### config.mk
export PLATFORM = sky130hd
export DESIGN_NAME = proc_op_sequencer
export DESIGN_NICKNAME = d
export VERILOG_FILES = /design/src/rtl/proc_op_sequencer.sv
export SDC_FILE = /design/constraint.sdc
export NUM_CORES = 1
export LEC_CHECK = 0
export CAP_MARGIN = 10
export CORE_ASPECT_RATIO = 0.75
export CORE_MARGIN = 1
export CORE_UTILIZATION = 50
export CTS_CLUSTER_DIAMETER = 60
export DETAILED_ROUTE_END_ITERATION = 16
export GPL_TIMING_DRIVEN = 1
export PLACE_DENSITY = 0.75
export SLEW_MARGIN = 20
export SYNTH_ARGS = -nofsm -noshare
export SYNTH_HDL_FRONTEND = slang
export SYNTH_SLANG_ARGS = --single-unit
### constraint.sdc
create_clock -name clk -period 5.7 [get_ports clk]
set_input_delay 1.14 -clock clk [delete_from_list [all_inputs] [get_ports clk]]
set_output_delay 1.14 -clock clk [all_outputs]
set_load 0.01 [all_outputs]
### src/rtl/proc_op_sequencer.sv
// Op sequencer: buffers 4-bit processor ops in a small FIFO and issues them one at a
// time to a regfile + clocked ALU datapath, returning captured results over valid/ready.
module proc_op_sequencer #(
    parameter int DEPTH   = 4,
    parameter int LATENCY = 1
) (
    input  logic       clk,
    input  logic       reset,
    input  logic       in_valid,
    output logic       in_ready,
    input  logic [2:0] in_opcode,
    input  logic [3:0] in_a,
    input  logic [3:0] in_b,
    output logic [2:0] p_opcode,
    output logic [3:0] p_inp1,
    output logic [3:0] p_inp2,
    output logic       p_reg_w_enable,
    input  logic [3:0] p_result,
    input  logic       p_SF,
    input  logic       p_ZF,
    input  logic       p_CF,
    output logic       out_valid,
    input  logic       out_ready,
    output logic [3:0] out_result,
    output logic [2:0] out_flags,
    output logic       out_error,
    output logic [7:0] ops_done
);
    localparam int AW = $clog2(DEPTH);
    localparam int CW = (LATENCY > 1) ? $clog2(LATENCY) : 1;
    localparam logic [2:0] OP_WRITE = 3'b100;

    typedef struct packed {
        logic [2:0] op;
        logic [3:0] a;
        logic [3:0] b;
    } op_t;

    typedef enum logic [1:0] {IDLE, ISSUE, WAIT, RESP} state_t;

    state_t         state, state_next;
    op_t            mem [DEPTH];
    op_t            head, cur;
    logic [AW-1:0]  wr_ptr, rd_ptr;
    logic [AW:0]    count;
    logic [CW-1:0]  lat_cnt;
    logic           full, empty, push, pop, head_ok, lat_last;

    assign full     = (count == (AW+1)'(DEPTH));
    assign empty    = (count == '0);
    assign in_ready = !full;
    // A pop in the same cycle never frees space for a push while full.
    assign push     = in_valid && !full;
    assign pop      = (state == IDLE) && !empty;
    assign head     = mem[rd_ptr];
    assign head_ok  = (head.op <= OP_WRITE);
    assign lat_last = (lat_cnt == CW'(LATENCY - 1));

    always_ff @(posedge clk) begin
        if (push) mem[wr_ptr] <= '{op: in_opcode, a: in_a, b: in_b};
    end

    always_ff @(posedge clk) begin
        if (reset) begin
            wr_ptr <= '0;
            rd_ptr <= '0;
            count  <= '0;
        end else begin
            if (push) wr_ptr <= wr_ptr + 1'b1;
            if (pop)  rd_ptr <= rd_ptr + 1'b1;
            case ({push, pop})
                2'b10:   count <= count + 1'b1;
                2'b01:   count <= count - 1'b1;
                default: count <= count;
            endcase
        end
    end

    always_ff @(posedge clk) begin
        if (reset) state <= IDLE;
        else       state <= state_next;
    end

    always_comb begin
        state_next     = state;
        p_opcode       = 3'b000;
        p_inp1         = 4'd0;
        p_inp2         = 4'd0;
        p_reg_w_enable = 1'b0;
        out_valid      = 1'b0;
        case (state)
            IDLE: if (!empty) state_next = head_ok ? ISSUE : RESP;
            ISSUE: begin
                p_opcode       = cur.op;
                p_inp1         = cur.a;
                p_inp2         = cur.b;
                p_reg_w_enable = (cur.op == OP_WRITE);
                state_next     = WAIT;
            end
            WAIT: begin
                p_opcode = cur.op;
                p_inp1   = cur.a;
                p_inp2   = cur.b;
                if (lat_last) state_next = RESP;
            end
            RESP: begin
                out_valid = 1'b1;
                if (out_ready) state_next = IDLE;
            end
            default: state_next = IDLE;
        endcase
    end

    always_ff @(posedge clk) begin
        if (reset) begin
            cur        <= '0;
            lat_cnt    <= '0;
            out_result <= 4'd0;
            out_flags  <= 3'b000;
            out_error  <= 1'b0;
            ops_done   <= 8'd0;
        end else begin
            case (state)
                IDLE: if (pop) begin
                    cur        <= head;
                    lat_cnt    <= '0;
                    out_result <= 4'd0;
                    out_flags  <= 3'b000;
                    out_error  <= !head_ok;
                end
                WAIT: begin
                    lat_cnt <= lat_cnt + 1'b1;
                    // Writes return zero; only ALU ops report datapath output.
                    if (lat_last && cur.op != OP_WRITE) begin
                        out_result <= p_result;
                        out_flags  <= {p_SF, p_ZF, p_CF};
                    end
                end
                RESP: if (out_ready) ops_done <= ops_done + 8'd1;
                default: ;
            endcase
        end
    end
endmodule
## After elaboration in Yosys (flattened, before gate mapping)

Memory sizes are Yosys's and may differ from the RTL's. A register that Yosys moved wholly into a read port is not among the register bits.
Index checks and enable logic that the tools add are counted.

- Output and inout port bits: 30
- Register bits: 37
- RAM bits: 44
- Memories: 1

- Order comparisons: 1
- Bitwise gates (word level): 1
- Eq/ne operators: 13
- $add $sub $neg: 6
- Mux-type cells: 23
- Reduce and logical (&&, ||, !) cells: 16

Memory list:

| memory | words | width | read ports | clocked after memory_dff | write ports | line | text |
|---|---|---|---|---|---|---|---|
| mem | 4 | 11 | 1 | 1 | 1 | 42 | `op_t mem [DEPTH];` |

Operator list:

| operator | count |
|---|---|
| 4-bit 2-to-1 mux | 4 |
| 2-bit 2-to-1 mux | 6 |
| 3-bit one-hot mux with 2 select lines | 2 |
| 2-bit != test, second input constant | 5 |
| 3-bit 2-to-1 mux | 3 |
| 8-bit by 1-bit adder with 8-bit output, second input constant | 1 |
| 2-bit one-hot mux with 4 select lines | 1 |
| 4-bit one-hot mux with 2 select lines | 1 |
| 2-bit equality test, second input constant | 3 |
| 3-bit equality test, second input constant | 2 |
| 2-bit AND reduction | 3 |
| 3-bit AND reduction | 2 |
| 1-bit 2-to-1 mux | 5 |
| 2-bit by 1-bit adder with 2-bit output, second input constant | 2 |
| 2-bit by 1-bit equality test with 1-bit output, second input constant | 2 |
| 2-bit nonzero test | 2 |
| 3-bit by 1-bit adder with 3-bit output, second input constant | 1 |
| 3-bit <= comparator, second input constant | 1 |
| 1-bit logical AND | 3 |
| 1-bit logical NOT | 3 |
| 3-bit logical NOT | 1 |
| 3-bit != test, second input constant | 1 |
| 3-bit by 1-bit subtractor with 3-bit output, second input constant | 1 |
| 2-bit logical NOT | 1 |
| 4 further kinds | 4 |

## Depth between registers and ports, before layout

- Depth after elaboration: 5
- Mapped depth: 11

## Least setup slack after synthesis

Ideal clock, no wire load.

- Path type: in2reg
- From: input port in_valid
- To: register count[2]
- Path slack: 3.171 ns
- Data required time: 5.629 ns
- Stages on the path: 8
- Buffers on the path: 0
- Data arrival time: 2.458 ns
- Library setup time: 0.071 ns
- Cells stage by stage: and2_4 -> inv_2 -> ha_1 -> inv_1 -> fa_1 -> xor2_1 -> or3_1 -> a21oi_1

- Cells in the longest elaborated chain, start to end: 3

RTL lines:

| element | line | text |
|---|---|---|
| start, declared | 9 | `input logic in_valid,` |
| 1-bit logical AND * | 53 | `assign push = in_valid && !full;` |
| 2-bit by 1-bit equality test with 1-bit output / 2-bit equality test (equally long branches) | 71 | `case ({push, pop})` |
| 3-bit one-hot mux with 2 select lines / 2-bit nonzero test (equally long branches) | -- |  |
| end signal, assigned | 72 | `2'b10: count <= count + 1'b1;` |
| end signal, assigned | 73 | `2'b01: count <= count - 1'b1;` |
| end signal, assigned | 74 | `default: count <= count;` |
| end, declared | 45 | `logic [AW:0] count;` |

Every way passes the cells marked *; elsewhere a longest branch is shown, timed or not.
A chain may end at the register's enable or synchronous reset.

## Worst setup path after layout

- From: register state[0]
- To: output port p_inp2[1]

- Cells in the longest elaborated chain, start to end: 3

RTL lines:

| element | line | text |
|---|---|---|
| start, declared | 41 | `state_t state, state_next;` |
| start signal, assigned | 81 | `else state <= state_next;` |
| 2-bit equality test / 2-bit by 1-bit equality test with 1-bit output (equally long branches) | 91 | `case (state)` |
| 2-bit OR reduction (no source line) * | -- |  |
| 4-bit 2-to-1 mux * | 91 |  |
| end, declared | 16 | `output logic [3:0] p_inp2,` |

Marks and branches as above.

==> results_dict.tcl <==
set metrics [dict create \
    outcome "completed" \
    root_buffer "clkbuf_8" \
    hold_path.class "register to register" \
    dp.cells 395 \
    ctsResizeCount 0 \
    grt_pass1_wl_um 10220 \
    cp-start-kind "register" \
    rsz0062_at_grt "no" \
    p_per_area_nw_per_um2 448.7 \
    drt-initial-drc-count 91 \
    worstPathCellList "inv_1, ha_1, and2_1, clkdlybuf4s50_1" \
    worst_pin_slew_ps 738.6 \
    post-route-period-util 0.5566 \
    cpPeakStageDelay_ps 550 \
    clkTransAtPathRegs_ps 80 \
    syn_nets 305 \
    drcViolationCount 0 \
    crit_type "register to primary output" \
    utilization 0.6464 \
    io_buffer_count 51 \
    io_pins 52 \
    synth_cells 272 \
    start_util 0.5283 \
    dp_slack_ps 2565 \
    cp.arrival_ps 2030 \
    firstDrtPassIters 4 \
    clkLatencyLatePin_ps 350 \
    rows 25 \
    yosys_warnings 0 \
    swShare 0.3436 \
    numCtsBuffers 9 \
    fin_area_um2 4165 \
    post_cts_buffers 0 \
    htreeDepth 3 \
    dr_total_vias 2150 \
    hpwlAfterDp_um 4238 \
    p_leak_nw 1.414 \
    grt_max_degree 39 \
    syn_area_per_cell_um2 12.52 \
    antenna_cells 0 \
    drv_slew 0 \
    async_reset_ff_frac 0 \
    drive_above_1_share 0.1061 \
    cp_slowest_cell "clkdlybuf4s50_1" \
    clockBufferDepth 2 \
    hold_viol 0 \
    cts.sinks 83 \
    synth_cell_types 38 \
    power_frac_seq 0.447 \
    slew_headroom 0.5069 \
    syn_to_final_growth_pct 22.34 \
    ys_seq_elements 83 \
    drv_cap 0 \
    track_usage 0.1925 \
    finalWirelength_um 6261 \
    first_global_vias 2011 \
    wl_per_cell_um 15.23 \
    skew_ps 7.355 \
    netlist_area_um2 3405 \
    clkPwrFrac 0.216 \
    gp_congestion 0.7154 \
    required_ps 4560 \
    setup_viol 0 \
    synth_flop_cell "edfxtp_1" \
    yosys.area.top_type_share 0.3881 \
    synth_edf_count 44 \
    grt_overflow 0 \
    core_um2 6444 \
    via_per_inst 5.231 \
    cts_tree "built" \
    end_kind "primary output" \
    placed_area_um2 3973 \
    synth_area_leader_cell "edfxtp_1" \
    p_int_mw 1.227 \
    tns_ps 0 \
    crit_fanout 12 \
    fillers 512 \
    die_area_um2 7146 \
    die-height_um 73.46 \
    antenna_found_initial 0 \
    netlist_top_cells_area "edfxtp_1 (39%), dfxtp_1 (23%), mux4_2 (6.6%)" \
    die_x_um 97.28 \
    seq_area_frac_synth 0.6174 \
    max_freq_mhz 315.2 \
    instances_no_fill 411 \
    power_switching_mw 0.6423 \
    period_minus_slack_ps 3172 \
    nets 358 \
    layout_setup_ws_ps 2528 \
    power_frac_comb 0.336 \
    ir_drop_mv 0.1856 \
    drtAntennaViolNets 0 \
    ctsHoldBuffers 0 \
]
-- area by class of cell --
type                    count  area (µm²)  area share
well taps                  81       101.3     0.02433
repair buffers             52       518.0      0.1244
multi-input cells         167        1206      0.2896
flip-flops and latches     83        2102      0.5047
clock inverters             7       68.82     0.01652
clock buffers               9       123.9     0.02974
inverters                  12       45.04     0.01081
-- Yosys cell counts, types with 2 or more instances --
cell,count
nand4_1,8
mux4_2,10
xnor2_1,5
or3_1,3
xor2_1,5
inv_1,10
o21ai_1,6
clkbuf_1,6
ha_1,10
nand3_1,4
dfxtp_1,39
and2_1,12
a21oi_1,25
nor3_1,5
o21ai_0,5
nand2b_1,3
buf_2,2
nor2_1,17
inv_2,2
nand2_1,31
and3_1,4
edfxtp_1,44
-- path summary, 6_finish.rpt --
check,start,endpoint,slack [ps],depth (start not counted)
worst max-delay path,state[0],p_inp2[1],2530,4
worst min-delay path,cur[2],cur[2],450,2
worst max register to register,state[0],count[2],2840,10
worst min register to register,cur[2],cur[2],450,2
-- metal layers --
layer | GRT usage | routed length [µm]
met1 | 0.2571 | 2894
met4 | 0.05719 | 71
met2 | 0.3020 | 3056
met3 | 0.06660 | 239
met5 | 0 | 0
-- logic make-up (layout without fill, tap and decap cells) --
| group | Yosys count | after routing | share of synthesized area |
|---|---|---|---|
| AOI/OAI and AO/OA | 42 | 42 | 0.07203 |
| buffers and inverters | 22 | 80 | 0.02830 |
| muxes | 11 | 11 | 0.07387 |
| and+or+nand+nor | 93 | 93 | 0.1400 |
| adders and majority gates | 11 | 11 | 0.04263 |
| xor gates and xnor gates | 10 | 10 | 0.02572 |
| DFF | 83 | 83 | 0.6174 |
-- worst max-delay path: cells and delay by family, from the launching register on --
family	cells	cell delay (ps)
DFF	1	410
buffers and inverters	2	630
and+or+nand+nor	1	170
adders and majority gates	1	470
-- layout by cell type, fill, tap and decap left out, types with 2 or more instances in the layout --
master	count
and2_1	12
dfxtp_1	39
xor2_1	5
or3_1	3
inv_1	10
nor3_1	5
a21oi_1	25
nand2b_1	3
edfxtp_1	44
o21ai_0	5
clkbuf_8	9
and3_1	4
mux4_2	10
nand4_1	8
xnor2_1	5
ha_1	10
nor2_1	17
clkdlybuf4s50_1	51
nand3_1	4
o21ai_1	6
inv_2	2
nand2_1	31
clkinv_4	2
-- through the flow --
| stage | hold slack [ps] | power, mW |
|---|---|---|
| after floorplan | 431.7 | 1.291 |
| after global placement | 440.2 | 1.454 |
| after detailed placement | 446.7 | 1.480 |
| after CTS | 457.4 | 1.886 |
| after global routing | 471.7 | 1.988 |
| final | 452.2 | 1.869 |
-- state kept, by name (all words and copies together), names as in the netlist, named ones only --
signal      flops
count           3
lat_cnt         1
mem            44
out_flags       3
cur            11
ops_done        8
wr_ptr          2
out_error       1
out_result      4
rd_ptr          2
state           2
-- power groups by stage --
stage | logic [mW] | clock network, mW | registers [mW]
after floorplan | 0.478 | 0 | 0.813
after global placement | 0.610 | 0 | 0.844
after detailed placement | 0.629 | 0 | 0.851
after CTS | 0.632 | 0.416 | 0.838
after global routing | 0.694 | 0.441 | 0.852
final | 0.629 | 0.404 | 0.836
(Power assumes the default switching activity.)
